$ cat config.mk
export PLATFORM = sky130hd
export DESIGN_NAME = mlaccel_smem_arbiter
export DESIGN_NICKNAME = d
export VERILOG_FILES = /design/src/rtl/mlaccel_pkg.sv /design/src/rtl/mlaccel_tag_pipe.sv /design/src/rtl/mlaccel_smem_arbiter.sv
export SDC_FILE = /design/constraint.sdc
export NUM_CORES = 1
export LEC_CHECK = 0
export BUFFER_PORTS_ARGS = -buffer_cell sky130_fd_sc_hd__buf_2
export CAP_MARGIN = 30
export CORE_ASPECT_RATIO = 1.2
export CORE_UTILIZATION = 35
export CTS_BUF_LIST = sky130_fd_sc_hd__clkbuf_16
export DETAILED_ROUTE_END_ITERATION = 10
export GPL_ROUTABILITY_DRIVEN = 0
export GPL_TIMING_DRIVEN = 1
export PLACE_DENSITY = 0.81
export SKIP_LAST_GASP = 1
export SLEW_MARGIN = 20
export SYNTH_ARGS = -nofsm -noshare
export SYNTH_HDL_FRONTEND = slang
export SYNTH_SLANG_ARGS = --single-unit
$ cat constraint.sdc
create_clock -name i_clock -period 2.3 [get_ports i_clock]
set_clock_uncertainty 0.15 [all_clocks]
set_input_delay 0.46 -clock i_clock [delete_from_list [all_inputs] [get_ports i_clock]]
set_output_delay 0.46 -clock i_clock [all_outputs]
set_load 0.02 [all_outputs]
$ cat src/rtl/mlaccel_pkg.sv
// rtl/mlaccel_pkg.sv - shared SMEM widths, port ids and completion tag type
package mlaccel_pkg;

  localparam int SMEM_AW    = 16;
  localparam int SMEM_DW    = 32;
  localparam int SMEM_STRBW = SMEM_DW / 8;

  typedef enum logic {
    PORT_HOST = 1'b0,
    PORT_SEQ  = 1'b1
  } port_e;

  typedef struct packed {
    logic  valid;
    port_e port;
  } tag_t;

endpackage

$ cat src/rtl/mlaccel_tag_pipe.sv
// rtl/mlaccel_tag_pipe.sv - fixed-depth shift pipe of {valid, port} completion tags
module mlaccel_tag_pipe
  import mlaccel_pkg::*;
#(
  parameter int DEPTH = 1
) (
  input  logic i_clk,
  input  logic i_rst,
  input  tag_t i_tag,
  output tag_t o_tag,
  output logic o_any_valid
);

  tag_t r_stage [DEPTH];
  logic w_any;

  always_ff @(posedge i_clk or posedge i_rst) begin
    if (i_rst) begin
      for (int i = 0; i < DEPTH; i++) begin
        r_stage[i] <= '0;
      end
    end else begin
      r_stage[0] <= i_tag;
      for (int i = 1; i < DEPTH; i++) begin
        r_stage[i] <= r_stage[i-1];
      end
    end
  end

  always_comb begin
    w_any = 1'b0;
    for (int i = 0; i < DEPTH; i++) begin
      w_any = w_any | r_stage[i].valid;
    end
  end

  assign o_tag       = r_stage[DEPTH-1];
  assign o_any_valid = w_any;

endmodule

$ cat src/rtl/mlaccel_smem_arbiter.sv
// rtl/mlaccel_smem_arbiter.sv - round-robin SMEM arbiter between host loader and instruction fetch
module mlaccel_smem_arbiter
  import mlaccel_pkg::*;
#(
  parameter int READ_LATENCY = 1
) (
  input  logic                  i_clock,
  input  logic                  i_reset,
  input  logic                  i_seq_enable,
  input  logic                  i_host_valid,
  input  logic                  i_host_write,
  input  logic [SMEM_AW-1:0]    i_host_addr,
  input  logic [SMEM_DW-1:0]    i_host_wdata,
  input  logic [SMEM_STRBW-1:0] i_host_wstrb,
  output logic                  o_host_ready,
  output logic [SMEM_DW-1:0]    o_host_rdata,
  input  logic                  i_seq_valid,
  input  logic [SMEM_AW-1:0]    i_seq_addr,
  output logic                  o_seq_ready,
  output logic [SMEM_DW-1:0]    o_seq_data,
  output logic                  o_mem_en,
  output logic                  o_mem_we,
  output logic [SMEM_AW-1:0]    o_mem_addr,
  output logic [SMEM_DW-1:0]    o_mem_wdata,
  output logic [SMEM_STRBW-1:0] o_mem_wstrb,
  input  logic [SMEM_DW-1:0]    i_mem_rdata,
  output logic                  o_busy
);

  logic                  r_host_out;
  logic                  r_seq_out;
  port_e                 r_last_grant;
  logic                  r_mem_en;
  logic                  r_mem_we;
  port_e                 r_mem_port;
  logic [SMEM_AW-1:0]    r_mem_addr;
  logic [SMEM_DW-1:0]    r_mem_wdata;
  logic [SMEM_STRBW-1:0] r_mem_wstrb;

  logic w_host_elig;
  logic w_seq_elig;
  logic w_grant_host;
  logic w_grant_seq;
  logic w_host_done;
  logic w_seq_done;
  logic w_pipe_busy;
  tag_t w_tag_in;
  tag_t w_tag_out;

  // A port is eligible only while it has nothing in flight; ties go to the port not served last.
  always_comb begin
    w_host_elig  = i_host_valid && !r_host_out;
    w_seq_elig   = i_seq_valid && i_seq_enable && !r_seq_out;
    w_grant_host = w_host_elig && (!w_seq_elig || (r_last_grant == PORT_SEQ));
    w_grant_seq  = w_seq_elig && !w_grant_host;
  end

  always_ff @(posedge i_clock or posedge i_reset) begin
    if (i_reset) begin
      r_mem_en     <= 1'b0;
      r_mem_we     <= 1'b0;
      r_mem_port   <= PORT_SEQ;
      r_mem_addr   <= '0;
      r_mem_wdata  <= '0;
      r_mem_wstrb  <= '0;
      r_last_grant <= PORT_SEQ;
    end else begin
      r_mem_en <= w_grant_host || w_grant_seq;
      if (w_grant_host) begin
        r_mem_we     <= i_host_write;
        r_mem_port   <= PORT_HOST;
        r_mem_addr   <= i_host_addr;
        r_mem_wdata  <= i_host_wdata;
        r_mem_wstrb  <= i_host_wstrb;
        r_last_grant <= PORT_HOST;
      end else if (w_grant_seq) begin
        r_mem_we     <= 1'b0;
        r_mem_port   <= PORT_SEQ;
        r_mem_addr   <= i_seq_addr;
        r_last_grant <= PORT_SEQ;
      end else begin
        r_mem_we <= 1'b0;
      end
    end
  end

  // Outstanding flags never set and clear in the same cycle: a port cannot be granted while in flight.
  always_ff @(posedge i_clock or posedge i_reset) begin
    if (i_reset) begin
      r_host_out <= 1'b0;
      r_seq_out  <= 1'b0;
    end else begin
      r_host_out <= (r_host_out && !w_host_done) || w_grant_host;
      r_seq_out  <= (r_seq_out && !w_seq_done) || w_grant_seq;
    end
  end

  assign w_tag_in = '{valid: r_mem_en, port: r_mem_port};

  mlaccel_tag_pipe #(
    .DEPTH(READ_LATENCY)
  ) u_tag_pipe (
    .i_clk       (i_clock),
    .i_rst       (i_reset),
    .i_tag       (w_tag_in),
    .o_tag       (w_tag_out),
    .o_any_valid (w_pipe_busy)
  );

  assign w_host_done = w_tag_out.valid && (w_tag_out.port == PORT_HOST);
  assign w_seq_done  = w_tag_out.valid && (w_tag_out.port == PORT_SEQ);

  assign o_host_ready = w_host_done;
  assign o_seq_ready  = w_seq_done;
  assign o_host_rdata = i_mem_rdata;
  assign o_seq_data   = i_mem_rdata;
  assign o_mem_en     = r_mem_en;
  assign o_mem_we     = r_mem_we;
  assign o_mem_addr   = r_mem_addr;
  assign o_mem_wdata  = r_mem_wdata;
  assign o_mem_wstrb  = r_mem_wstrb;
  assign o_busy       = w_pipe_busy || r_mem_en;

endmodule

==> summary.json, run 1 <==
{
  "run_status": {
    "outcome": "finished with violations",
    "violations": "DRC"
  },
  "clocking": {
    "hold_buffers": 0,
    "tritoncts_num_sinks": 59,
    "max-clock-path-buffers": 2,
    "clockRootBuffer": "clkbuf_16",
    "h-tree-depth": 3,
    "post_cts_resize_count": 0,
    "cts.repair_timing.setup_buffer_count": 0,
    "insertion_delay_ns": 0.32,
    "tritoncts": "done",
    "tritoncts.num_buffers": 9,
    "clk_transition_reported_paths_ns": 0.06
  },
  "pwr": {
    "leakage_nw": 1.76,
    "power_per_cell_area_mw_per_mm2": 1530,
    "totalPowerFinal_mw": 5.21,
    "peakVddDrop_v": 0.000584
  },
  "yosys": {
    "synth_top_area_share_pct": 50.9,
    "netlist_area_mm2": 0.00285,
    "ys_seq_area_share_pct": 51.8,
    "top_reg_cell_synth": "dfrtp_1",
    "ys_warn_count": 0,
    "yosys.cell_count.top_type": "buf_4",
    "yosys.area_share.simple_pct": 5.75,
    "synth-adder-area-share_pct": 0,
    "synthXorXnorAreaFrac_pct": 0,
    "synth_top_family_by_area": "buffers and inverters",
    "fraction_of_the_mapped_netlist_area_in_compound_gates_pct": 7.55,
    "synth_largest_area_cell": "dfrtp_1",
    "yosys_register_bits": 59,
    "synthTopCellsByArea": "dfrtp_1, buf_4, mux2_2, and3_1, a221o_1",
    "synth-async-reset-ratio_pct": 100,
    "number_of_nets_produced_by_synthesis": 323,
    "synth.cells.most_frequent": "buf_4, dfrtp_1, mux2_2",
    "post_synth_mux_area_share_pct": 14.6,
    "syn_avg_cell_area_um2": 13.1,
    "synth_enable_flop_cells": 0,
    "syn_inst": 217,
    "post_synth_num_cell_types": 25
  },
  "global_routing": {
    "gr-usage-all-layers_pct": 13.8,
    "grt_first_pass_wirelength_mm": 8.81,
    "total_grt_overflow": 0,
    "grt_start_max_net_pins": 38,
    "number_of_global_route_vias_before_repair": 1881,
    "grt_antenna_before_repair": 0
  },
  "placement": {
    "post_dp_cell_area_mm2": 0.00310,
    "port-buffer-count": 130,
    "hpwl_mm": 4.17,
    "numPlacedInstances": 370
  },
  "worst_setup_path": {
    "timing.critical_path.slowest_cell_delay_ns": 0.47,
    "critical_path.max_fanout": 21,
    "timing.critical_path.to_type": "flip-flop",
    "reg2regPathDepth": 3,
    "r2r_end": "o_mem_addr[10]",
    "critPathKind": "flip-flop to flip-flop",
    "r2r-start": "r_seq_out",
    "cpMaxStageDelayCell": "o21a_1",
    "worstPathRequired_ns": 2.35,
    "worstPathArrival_ns": 1.97,
    "cp_cell_sequence": "nand3b_4 -> o21a_1 -> a221o_2",
    "setup.worst_path.start_class": "flip-flop",
    "cp_num_buf_inv": 0,
    "rrSetupSlack_ns": 0.38,
    "critical-path-top-delay-family": "compound AO/OA/AOI/OAI gates"
  },
  "timing": {
    "tightestPinTransition_ns": 0.623,
    "timing.max_slew.rel_slack_pct": 58.4,
    "timing.final.setup_violations": 0,
    "min_period_over_period_pct": 83.5,
    "rsz0062_at_grt": "no",
    "layout_min_cycle_time_ns": 1.92,
    "final-max-slew-violation-count": 0,
    "report.final.hold_viol_count": 0,
    "setup_tns_after_final_layout_ns": 0,
    "clock.fmax_mhz": 521
  },
  "worst_hold_path": {
    "hold_path_class": "input port to asynchronous set/reset pin"
  },
  "flow_run": {
    "cap_violations": 0
  },
  "route": {
    "first_pass_iters": 7,
    "avgRoutedWirePerCell_um": 14.9,
    "drtAntennaViolNets": 0,
    "avgViaCountPerCell": 4.81,
    "dr.first_iter.drc_count": 61,
    "totalWireLength_mm": 5.76,
    "drcViolationCount": 16,
    "num_vias": 1856
  },
  "floorplanning": {
    "rows": 35,
    "core_mm2": 0.00779,
    "chipWidth_um": 84.4,
    "io-pin-count": 227,
    "start_util_pct": 36.6,
    "area_enclosed_by_the_die_boundary_mm2": 0.00851,
    "dieHeight_um": 101
  },
  "finish": {
    "final_design_area_no_fill_mm2": 0.00340,
    "synthToLayoutAreaGrowth_pct": 19.2,
    "finalNetCount": 395,
    "drive_above_1_share_pct": 67.3,
    "post_layout_nonfiller_instances": 386,
    "antenna-diode-count": 0
  }
}
==> state kept, by name (all words and copies together) (netlist names) <==
name and flops:
r_mem_port 1, o_mem_wdata 32, u_tag_pipe.o_any_valid 1, o_mem_addr 16, o_mem_wstrb 4, o_mem_en 1, r_host_out 1, r_seq_out 1
u_tag_pipe.o_tag 1, o_mem_we 1
==> cell families (layout without fill, tap and decap cells) <==
group	count (synthesis)	in the layout
multiplexers	37	37
buffers and inverters	76	153
AO/OA/AOI/OAI	21	21
flip-flops	59	59
AND/OR/NAND/NOR	24	24
==> cell type report <==
class / count / area (µm²)
sequential: 59 / 1480
clock inverter: 7 / 68.8
timing repair buffer: 134 / 706
inverter: 3 / 11.3
fill: 719 / 4400
tap: 92 / 115
clock buffer: 9 / 225
multi-input combinational: 82 / 795
==> placed cells by master, fill, tap and decap left out, drive strengths merged <==
cell type  Yosys  layout
buf           71     134
a221o         16      16
clkinvlp       0       3
nand3b         1       1
nand2b         1       1
inv            3       3
clkinv         0       3
bufinv         0       1
and2           1       1
dfrtp         58      58
or2            1       1
dfstp          1       1
a21o           1       1
clkbuf         2       9
and3          16      16
o21ai          2       2
mux2i          1       1
nor2b          1       1
o21a           1       1
mux2          36      36
and2b          1       1
a21oi          1       1
nand2          2       2
==> where the power goes <==
group / switching (mW) / leakage, nW / internal, mW
Sequential: 0.254 / 0.706 / 1.56
Clock: 0.457 / 0.133 / 0.830
Combinational: 1.17 / 0.923 / 0.939
==> worst max-delay path by stage <==
| stage | slack [ns] | from | to | cells past startpoint |
|---|---|---|---|---|
| final | 0.38 | r_seq_out | o_mem_addr[10] | 3 |
| after global routing | 0.29 | r_seq_out | o_mem_addr[10] | 3 |
| after CTS | 0.36 | r_seq_out | o_mem_addr[10] | 3 |
| after detailed placement | 0.28 | i_seq_valid | o_mem_addr[10] | 4 |
| after global placement | 0.33 | i_seq_valid | o_mem_addr[11] | 4 |
| after floorplan | 0.24 | i_reset | o_mem_addr[0] | 1 |
==> worst reg2reg max path, cell delays in order, from the launching register on <==
cell	delay [ns]
dfrtp_1	0.38
nand3b_4	0.31
o21a_1	0.48
a221o_2	0.48
==> routing by layer <==
metal | vias up | GRT usage, % | wire [µm]
met5 | - | 0 | 0
met4 | 0 | 10.2 | 259
met3 | 33 | 3.77 | 517
met2 | 118 | 25.2 | 2900
met1 | 866 | 13.3 | 2080
li1 | 839 | - | -
==> metrics by stage <==
step                util (%)  hold WS [ns]  setup WS, ns
floorplan                  -         0.289         0.235
global placement        39.8         0.221         0.326
detailed placement      39.8         0.229         0.276
CTS                     43.6        0.0393         0.365
global route            43.6        0.0669         0.286
finish                  43.6        0.0216         0.380
(Power assumes the default switching activity.)
==> run 2: changes to the inputs <==
--- a/config.mk
+++ b/config.mk
@@ -13,7 +13,7 @@
 export DETAILED_ROUTE_END_ITERATION = 10
 export GPL_ROUTABILITY_DRIVEN = 0
 export GPL_TIMING_DRIVEN = 1
-export PLACE_DENSITY = 0.81
+export PLACE_DENSITY = 0.84
 export SKIP_LAST_GASP = 1
 export SLEW_MARGIN = 20
 export SYNTH_ARGS = -nofsm -noshare
==> constraint.sdc (replaced) <==
create_clock -name i_clock -period 1.6 [get_ports i_clock]
set_clock_uncertainty 0.15 [all_clocks]
set_input_delay 0.32 -clock i_clock [delete_from_list [all_inputs] [get_ports i_clock]]
set_output_delay 0.32 -clock i_clock [all_outputs]
set_load 0.02 [all_outputs]
==> summary.json, run 2 (synthesis results as in run 1) <==
{
  "finish": {
    "antenna-diode-count": {"value": 0, "change": "unchanged"},
    "synthToLayoutAreaGrowth": {"value": 31.0, "unit": "%", "change": "was 19.2%"},
    "layout.cells.most_common_list": {"value": "buf_2, dfrtp_1, mux2_4, mux2_2, and3_1", "change": "was buf_2, dfrtp_1, mux2_2, and3_1"},
    "number_of_flip_flops_in_the_largest_register": {"value": 32, "change": "unchanged"},
    "drive_above_1_share": {"value": 69.5, "unit": "%", "change": "was 67.3%"},
    "seq_area": {"value": 0.00148, "unit": "mm²", "change": "unchanged"},
    "fillCellCount": {"value": 689, "change": "was 719"},
    "multi_input_comb_area": {"value": 876, "unit": "µm²", "change": "was 795 µm²"},
    "layout.cells.most_common": {"value": "buf_2", "change": "unchanged"},
    "finalNetCount": {"value": 409, "change": "was 395"}
  },
  "clocking": {
    "insertion_delay": {"value": 0.32, "unit": "ns", "change": "about the same"},
    "clk_transition_reported_paths": {"value": 0.05, "unit": "ns", "change": "was 0.06 ns"},
    "h-tree-depth": {"value": 3, "change": "unchanged"},
    "tritoncts_num_sinks": {"value": 59, "change": "unchanged"},
    "clockRootBuffer": {"value": "clkbuf_16", "change": "unchanged"},
    "max-clock-path-buffers": {"value": 2, "change": "unchanged"},
    "tritoncts": {"value": "done", "change": "unchanged"},
    "tritoncts.num_buffers": {"value": 9, "change": "unchanged"}
  },
  "worst_setup_path": {
    "setup.worst_path.start_class": {"value": "flip-flop", "change": "unchanged"},
    "worstPathArrival": {"value": 1.71, "unit": "ns", "change": "was 1.97 ns"},
    "r2r-start": {"value": "r_seq_out", "change": "unchanged"},
    "rrSetupSlack": {"value": -0.07, "unit": "ns", "change": "was 0.38 ns"},
    "endpoint": {"value": "o_mem_wdata[0]", "change": "was o_mem_addr[10]"},
    "crit_start": {"value": "r_seq_out", "change": "unchanged"},
    "reg2regPathDepth": {"value": 5, "change": "was 3"},
    "timing.critical_path.to_type": {"value": "flip-flop", "change": "unchanged"},
    "critPathKind": {"value": "flip-flop to flip-flop", "change": "unchanged"},
    "worstPathRequired": {"value": 1.65, "unit": "ns", "change": "was 2.35 ns"},
    "r2r_end": {"value": "o_mem_wdata[0]", "change": "was o_mem_addr[10]"},
    "critical_path.max_fanout": {"value": 9, "change": "was 21"}
  },
  "floorplanning": {
    "start_util": {"value": 36.6, "unit": "%", "change": "unchanged"},
    "chipWidth": {"value": 84.4, "unit": "µm", "change": "unchanged"},
    "io-pin-count": {"value": 227, "change": "unchanged"},
    "dieHeight": {"value": 101, "unit": "µm", "change": "unchanged"},
    "rows": {"value": 35, "change": "unchanged"},
    "area_enclosed_by_the_die_boundary": {"value": 0.00851, "unit": "mm²", "change": "unchanged"},
    "core": {"value": 0.00779, "unit": "mm²", "change": "unchanged"}
  },
  "worst_hold_path": {
    "hold_path_class": {"value": "input port to flip-flop", "change": "was input port to asynchronous set/reset pin"}
  },
  "flow_run": {
    "cap_violations": {"value": 0, "change": "unchanged"}
  },
  "route": {
    "num_vias": {"value": 1921, "change": "was 1,856"},
    "first_pass_iters": {"value": 8, "change": "was 7"},
    "totalWireLength": {"value": 6.48, "unit": "mm", "change": "was 5.76 mm"},
    "avgRoutedWirePerCell": {"value": 16.2, "unit": "µm", "change": "was 14.9 µm"},
    "drcViolationCount": {"value": 16, "change": "unchanged"},
    "avgViaCountPerCell": {"value": 4.80, "change": "was 4.81"},
    "drtAntennaViolNets": {"value": 0, "change": "unchanged"},
    "dr.first_iter.drc_count": {"value": 45, "change": "was 61"}
  },
  "run_status": {
    "violations": {"value": "DRC, setup timing", "change": "was DRC"},
    "outcome": {"value": "finished with violations", "change": "unchanged"}
  },
  "global_routing": {
    "number_of_global_route_vias_before_repair": {"value": 1793, "change": "was 1,881"},
    "grt_start_max_net_pins": {"value": 38, "change": "unchanged"},
    "grt_antenna_before_repair": {"value": 0, "change": "unchanged"},
    "total_grt_overflow": {"value": 0, "change": "unchanged"},
    "gr-usage-all-layers": {"value": 13.7, "unit": "%", "change": "was 13.8%"},
    "grt_first_pass_wirelength": {"value": 8.67, "unit": "mm", "change": "was 8.81 mm"}
  },
  "pwr": {
    "totalPowerFinal": {"value": 8.22, "unit": "mW", "change": "was 5.21 mW"},
    "power_per_cell_area": {"value": 2200, "unit": "mW/mm²", "change": "was 1530 mW/mm²"},
    "leakage": {"value": 1.98, "unit": "nW", "change": "was 1.76 nW"},
    "peakVddDrop": {"value": 0.000911, "unit": "V", "change": "was 0.000584 V"}
  },
  "timing": {
    "clock.fmax": {"value": 601, "unit": "MHz", "change": "was 521 MHz"},
    "final-max-slew-violation-count": {"value": 0, "change": "unchanged"},
    "timing.max_slew.rel_slack": {"value": 77.0, "unit": "%", "change": "was 58.4%"},
    "layout_setup_ws": {"value": -0.0652, "unit": "ns", "change": "was 0.380 ns"},
    "min_period_over_period": {"value": 104, "unit": "%", "change": "was 83.5%"},
    "timing.final.setup_violations": {"value": 36, "change": "was 0"},
    "rsz0062_at_grt": {"value": "yes", "change": "was no"},
    "layout_min_cycle_time": {"value": 1.67, "unit": "ns", "change": "was 1.92 ns"},
    "report.final.hold_viol_count": {"value": 0, "change": "unchanged"},
    "tightestPinTransition": {"value": 0.345, "unit": "ns", "change": "was 0.623 ns"},
    "setup_tns_after_final_layout": {"value": -1.14, "unit": "ns", "change": "was 0 ns"}
  },
  "placement": {
    "port-buffer-count": {"value": 130, "change": "unchanged"},
    "hpwl": {"value": 4.28, "unit": "mm", "change": "was 4.17 mm"},
    "dp_slack": {"value": -0.193, "unit": "ns", "change": "was 0.276 ns"}
  }
}
-- run 2: cell types whose count changed in the layout (fill, tap and decap cells not counted), sizes merged --
cell | before | now
dlygate4sd3 | 0 | 1
clkbuf | 9 | 12
buf | 134 | 144
bufinv | 1 | 2
clkinvlp | 3 | 2
-- run 2: area by class of cell --
cell class | instances | share of cell area [%]
Clock buffer | 9 | 6.03
Clock inverter | 7 | 2.24
Inverter | 3 | 0.402
Multi-Input combinational cell | 82 | 23.5
Sequential cell | 59 | 39.6
Tap cell | 92 | 3.08
Timing Repair Buffer | 148 | 25.2
-- run 2: how the worst min path moves through the flow --
stage                                 to    startpoint  slack (ns)  depth (start not counted)
after floorplan            o_mem_addr[0]       i_reset        0.27                          1
after global placement    o_mem_wstrb[0]       i_reset        0.13                          2
after CTS                       o_mem_we  i_host_write        0.06                          2
after global routing            o_mem_we  i_host_write        0.06                          2
final                           o_mem_we  i_host_write        0.07                          2
after detailed placement  o_mem_wstrb[0]       i_reset        0.14                          2
-- run 2: timing repair --
item | CTS | global route
endpoints found under the setup margin | 55 | 53
gates resized for setup | 5 | 22
buffers inserted | 0 | 5
gates cloned | 0 | 5
hold buffers | 1 | 0
endpoints found under the hold margin | 9 | 0
-- run 2: routing by layer --
layer	routed length [µm]	GRT usage [%]	vias to the layer above
li1	-	-	873
met1	2370	13.3	900
met2	3300	23.3	120
met3	552	5.57	28
met4	257	10.6	0
met5	0	0	-
-- run 2: worst max-delay path, cell delays in order, from the launching register on --
cell       delay (ns)
dfrtp_1          0.38
nand3b_4         0.20
o21ai_4          0.16
buf_12           0.16
clkbuf_16        0.16
mux2_2           0.33
-- run 2: per-stage QoR --
step / instances / area [µm²] / hold slack [ns] / util, %
floorplan: 217 / 2850 / 0.269 / -
global placement: 373 / 3140 / 0.134 / 40.3
detailed placement: 373 / 3140 / 0.141 / 40.3
CTS: 390 / 3480 / 0.0579 / 44.6
global route: 400 / 3730 / 0.0586 / 47.9
finish: 400 / 3730 / 0.0717 / 47.9
-- run 2: power by group --
| part | internal (mW) | leakage [nW] | switching [mW] | total, mW |
|---|---|---|---|---|
| clock | 1.34 | 0.152 | 0.627 | 1.97 |
| combinational | 1.78 | 1.13 | 1.85 | 3.63 |
| sequential | 2.24 | 0.706 | 0.384 | 2.63 |
| total | 5.36 | 1.98 | 2.86 | 8.22 |
==> run 3: changes to the inputs <==
--- a/config.mk
+++ b/config.mk
@@ -18,4 +18,5 @@
 export SLEW_MARGIN = 20
 export SYNTH_ARGS = -nofsm -noshare
 export SYNTH_HDL_FRONTEND = slang
+export SYNTH_HIERARCHICAL = 1
 export SYNTH_SLANG_ARGS = --single-unit
==> summary.json, run 3 <==
{
  "placement": {
    "numPlacedInstances": {"value": 377, "change": "was 373"},
    "hpwl": {"value": 4.47, "unit": "mm", "change": "was 4.28 mm"},
    "port-buffer-count": {"value": 130, "change": "unchanged"}
  },
  "worst_setup_path": {
    "cp_cell_sequence": {"value": "and4bb_4 -> nor2_8 -> buf_12 -> mux2_2", "change": "was nand3b_4 -> o21ai_4 -> buf_12 -> clkbuf_16 -> mux2_2"},
    "reg2regPathDepth": {"value": 4, "change": "was 5"},
    "critical_path.max_fanout": {"value": 30, "change": "was 9"},
    "worstPathArrival": {"value": 1.74, "unit": "ns", "change": "was 1.71 ns"},
    "worstPathRequired": {"value": 1.64, "unit": "ns", "change": "was 1.65 ns"},
    "timing.critical_path.to_type": {"value": "flip-flop", "change": "unchanged"},
    "cpMaxStageDelayCell": {"value": "dfstp_2", "change": "was dfrtp_1"},
    "critPathKind": {"value": "flip-flop to flip-flop", "change": "unchanged"},
    "setup.worst_path.start_class": {"value": "flip-flop", "change": "unchanged"},
    "timing.critical_path.slowest_cell_delay": {"value": 0.52, "unit": "ns", "change": "was 0.38 ns"}
  },
  "timing": {
    "layout_min_cycle_time": {"value": 1.70, "unit": "ns", "change": "was 1.67 ns"},
    "tightestPinTransition": {"value": 0.297, "unit": "ns", "change": "was 0.345 ns"},
    "timing.final.setup_violations": {"value": 45, "change": "was 36"},
    "report.final.hold_viol_count": {"value": 0, "change": "unchanged"},
    "rsz0062_at_grt": {"value": "yes", "change": "unchanged"},
    "clock.fmax": {"value": 590, "unit": "MHz", "change": "was 601 MHz"},
    "layout_setup_ws": {"value": -0.0960, "unit": "ns", "change": "was -0.0652 ns"},
    "min_period_over_period": {"value": 106, "unit": "%", "change": "was 104%"},
    "timing.max_slew.rel_slack": {"value": 80.2, "unit": "%", "change": "was 77.0%"},
    "final-max-slew-violation-count": {"value": 0, "change": "unchanged"}
  },
  "yosys": {
    "number_of_nets_produced_by_synthesis": {"value": 324, "change": "was 323"},
    "top_reg_cell_synth": {"value": "dfrtp_1", "change": "unchanged"},
    "ys_seq_area_share": {"value": 51.9, "unit": "%", "change": "was 51.8%"},
    "ys_warn_count": {"value": 6, "change": "was 0"},
    "netlist_area": {"value": 0.00285, "unit": "mm²", "change": "about the same"},
    "synth_top_area_share": {"value": 51.0, "unit": "%", "change": "was 50.9%"},
    "post_synth_num_cell_types": {"value": 22, "change": "was 25"},
    "syn_avg_cell_area": {"value": 13.1, "unit": "µm²", "change": "about the same"},
    "synth-async-reset-ratio": {"value": 100, "unit": "%", "change": "unchanged"},
    "yosys.cell_count.top_type": {"value": "buf_4", "change": "unchanged"},
    "yosys_register_bits": {"value": 59, "change": "unchanged"},
    "synth_largest_area_cell": {"value": "dfrtp_1", "change": "unchanged"},
    "synth.cells.most_frequent": {"value": "buf_4, dfrtp_1, mux2_2", "change": "unchanged"},
    "syn_inst": {"value": 218, "change": "was 217"},
    "synthTopCellsByArea": {"value": "dfrtp_1, buf_4, mux2_2, a221o_1, and3_1", "change": "was dfrtp_1, buf_4, mux2_2, and3_1, a221o_1"},
    "synth_enable_flop_cells": {"value": 0, "change": "unchanged"}
  },
  "clocking": {
    "clockRootBuffer": {"value": "clkbuf_16", "change": "unchanged"},
    "h-tree-depth": {"value": 3, "change": "unchanged"},
    "tritoncts_num_sinks": {"value": 59, "change": "unchanged"},
    "tritoncts": {"value": "done", "change": "unchanged"},
    "clk_transition_reported_paths": {"value": 0.05, "unit": "ns", "change": "about the same"},
    "max-clock-path-buffers": {"value": 2, "change": "unchanged"},
    "insertion_delay": {"value": 0.32, "unit": "ns", "change": "about the same"},
    "tritoncts.num_buffers": {"value": 9, "change": "unchanged"}
  },
  "route": {
    "drt-met1-wl": {"value": 2.35, "unit": "mm", "change": "was 2.37 mm"},
    "wl_met2": {"value": 3.21, "unit": "mm", "change": "was 3.30 mm"},
    "avgViaCountPerCell": {"value": 4.91, "change": "was 4.80"},
    "drcViolationCount": {"value": 18, "change": "was 16"},
    "wl_met3": {"value": 522, "unit": "µm", "change": "was 552 µm"},
    "totalWireLength": {"value": 6.39, "unit": "mm", "change": "was 6.48 mm"},
    "dr.first_iter.drc_count": {"value": 63, "change": "was 45"},
    "dr.max_layer_used": {"value": "met4", "change": "unchanged"},
    "drtAntennaViolNets": {"value": 0, "change": "unchanged"},
    "first_pass_iters": {"value": 10, "change": "was 8"},
    "avgRoutedWirePerCell": {"value": 16.0, "unit": "µm", "change": "was 16.2 µm"},
    "num_vias": {"value": 1956, "change": "was 1,921"}
  },
  "floorplanning": {
    "chipWidth": {"value": 84.3, "unit": "µm", "change": "was 84.4 µm"},
    "dieHeight": {"value": 101, "unit": "µm", "change": "about the same"},
    "rows": {"value": 35, "change": "unchanged"},
    "io-pin-count": {"value": 227, "change": "unchanged"},
    "area_enclosed_by_the_die_boundary": {"value": 0.00849, "unit": "mm²", "change": "was 0.00851 mm²"},
    "start_util": {"value": 36.5, "unit": "%", "change": "was 36.6%"},
    "core": {"value": 0.00779, "unit": "mm²", "change": "unchanged"}
  },
  "pwr": {
    "sw_frac_of_total": {"value": 36.7, "unit": "%", "change": "was 34.8%"},
    "peakVddDrop": {"value": 0.000825, "unit": "V", "change": "was 0.000911 V"},
    "power_per_cell_area": {"value": 2150, "unit": "mW/mm²", "change": "was 2200 mW/mm²"},
    "clock_share_of_power": {"value": 22.0, "unit": "%", "change": "was 23.9%"},
    "internal_power": {"value": 4.77, "unit": "mW", "change": "was 5.36 mW"},
    "leakage": {"value": 1.83, "unit": "nW", "change": "was 1.98 nW"},
    "total_switching_power": {"value": 2.77, "unit": "mW", "change": "was 2.86 mW"},
    "power.share.sequential": {"value": 34.3, "unit": "%", "change": "was 31.9%"},
    "power.share.combinational": {"value": 43.7, "unit": "%", "change": "was 44.1%"}
  },
  "worst_hold_path": {
    "hold_path_class": {"value": "input port to flip-flop", "change": "unchanged"},
    "hold_path_depth": {"value": 2, "change": "unchanged"}
  },
  "run_status": {
    "violations": {"value": "DRC, setup timing", "change": "unchanged"},
    "outcome": {"value": "finished with violations", "change": "unchanged"}
  },
  "finish": {
    "number_of_flip_flops_in_the_largest_register": {"value": 32, "change": "unchanged"},
    "layout.cells.most_common_list": {"value": "buf_2, dfrtp_1, mux2_2, and3_1, a221o_1", "change": "was buf_2, dfrtp_1, mux2_4, mux2_2, and3_1"},
    "finalNetCount": {"value": 406, "change": "was 409"},
    "seq_area": {"value": 0.00148, "unit": "mm²", "change": "unchanged"},
    "post_layout_nonfiller_instances": {"value": 398, "change": "was 400"},
    "layout.core_utilization": {"value": 44.9, "unit": "%", "change": "was 47.9%"},
    "drive_above_1_share": {"value": 65.9, "unit": "%", "change": "was 69.5%"},
    "synthToLayoutAreaGrowth": {"value": 23.0, "unit": "%", "change": "was 31.0%"},
    "layout.cells.most_common": {"value": "buf_2", "change": "unchanged"},
    "multi_input_comb_area": {"value": 822, "unit": "µm²", "change": "was 876 µm²"},
    "fillCellCount": {"value": 728, "change": "was 689"}
  },
  "global_routing": {
    "grt_first_pass_wirelength": {"value": 9.69, "unit": "mm", "change": "was 8.67 mm"},
    "total_grt_overflow": {"value": 0, "change": "unchanged"},
    "number_of_global_route_vias_before_repair": {"value": 2006, "change": "was 1,793"},
    "grt_antenna_before_repair": {"value": 1, "change": "was 0"},
    "grt_start_max_net_pins": {"value": 58, "change": "was 38"},
    "gr-usage-all-layers": {"value": 15.3, "unit": "%", "change": "was 13.7%"}
  },
  "flow_run": {
    "cap_violations": {"value": 0, "change": "unchanged"}
  }
}
## run 3: layout make-up
cell class / instances / area share, %
repair buffers: 144 / 22.9
clock buffers: 9 / 6.43
diodes: 1 / 0.0715
inverters: 4 / 0.536
flip-flops and latches: 59 / 42.2
clock inverters: 7 / 1.07
well taps: 92 / 3.29
multi-input cells: 82 / 23.5
## run 3: what timing repair did
item	CTS	global route
cloned	1	0
resized for setup	4	0
pin swaps	0	1
hold buffers	1	0
setup endpoints to repair	52	52
setup buffers	2	0
hold endpoints to repair	58	0
## run 3: critical path, delay by kind of cell, from the launching register on
kind / cells / cell delay (ns)
muxes: 1 / 0.36
and+or+nand+nor: 2 / 0.32
DFF: 1 / 0.52
buffers and inverters: 1 / 0.19
## run 3: final timing paths
check / from / endpoint / slack (ns)
setup / recovery: r_mem_port / o_mem_wdata[28] / -0.1
hold / removal: i_host_write / o_mem_we / 0.07
setup reg to reg: r_mem_port / o_mem_wdata[28] / -0.1
hold reg to reg: o_mem_en / u_tag_pipe/o_any_valid / 0.33
max in group asynchronous: i_reset / r_mem_port / 0.48
min in group asynchronous: i_reset / u_tag_pipe/o_any_valid / 0.34
## run 3: layer usage
metal  vias to the layer above  global-route usage (%)
met5                         -                       0
met4                         0                    11.7
met3                        35                    5.32
met2                       107                    26.0
met1                       949                    15.7
li1                        865                       -
## run 3: metrics by stage
stage	instance area (µm²)	total power, mW	hold slack [ns]	setup TNS (ns)	worst slack (ns)
4_1_cts	3500	7.63	0.0592	-2.53	-0.0997
6_report	3500	7.54	0.0708	-2.39	-0.0960
3_5_place_dp	3180	5.85	0.0569	-2.38	-0.0913
3_3_place_gp	3180	5.72	0.0583	-1.41	-0.0557
2_1_floorplan	2860	4.97	-0.0888	-1.38	-0.0447
5_1_grt	3500	7.97	0.0691	-4.41	-0.134
## run 3: logic make-up after synthesis
group | count (synthesis) | share of synthesized area, %
AOI/OAI and AO/OA | 20 | 6.82
buffers and inverters | 78 | 20.4
muxes | 36 | 14.2
DFF | 59 | 51.9
and+or+nand+nor | 25 | 6.64
## run 3: power by group through the flow
| stage | clock [mW] | sequential [mW] | combinational (mW) |
|---|---|---|---|
| 3_3_place_gp | 0 | 2.57 | 3.15 |
| 2_1_floorplan | 0 | 3.44 | 1.53 |
| 6_report | 1.66 | 2.59 | 3.29 |
| 4_1_cts | 1.72 | 2.59 | 3.32 |
| 5_1_grt | 1.79 | 2.67 | 3.51 |
| 3_5_place_dp | 0 | 2.60 | 3.25 |
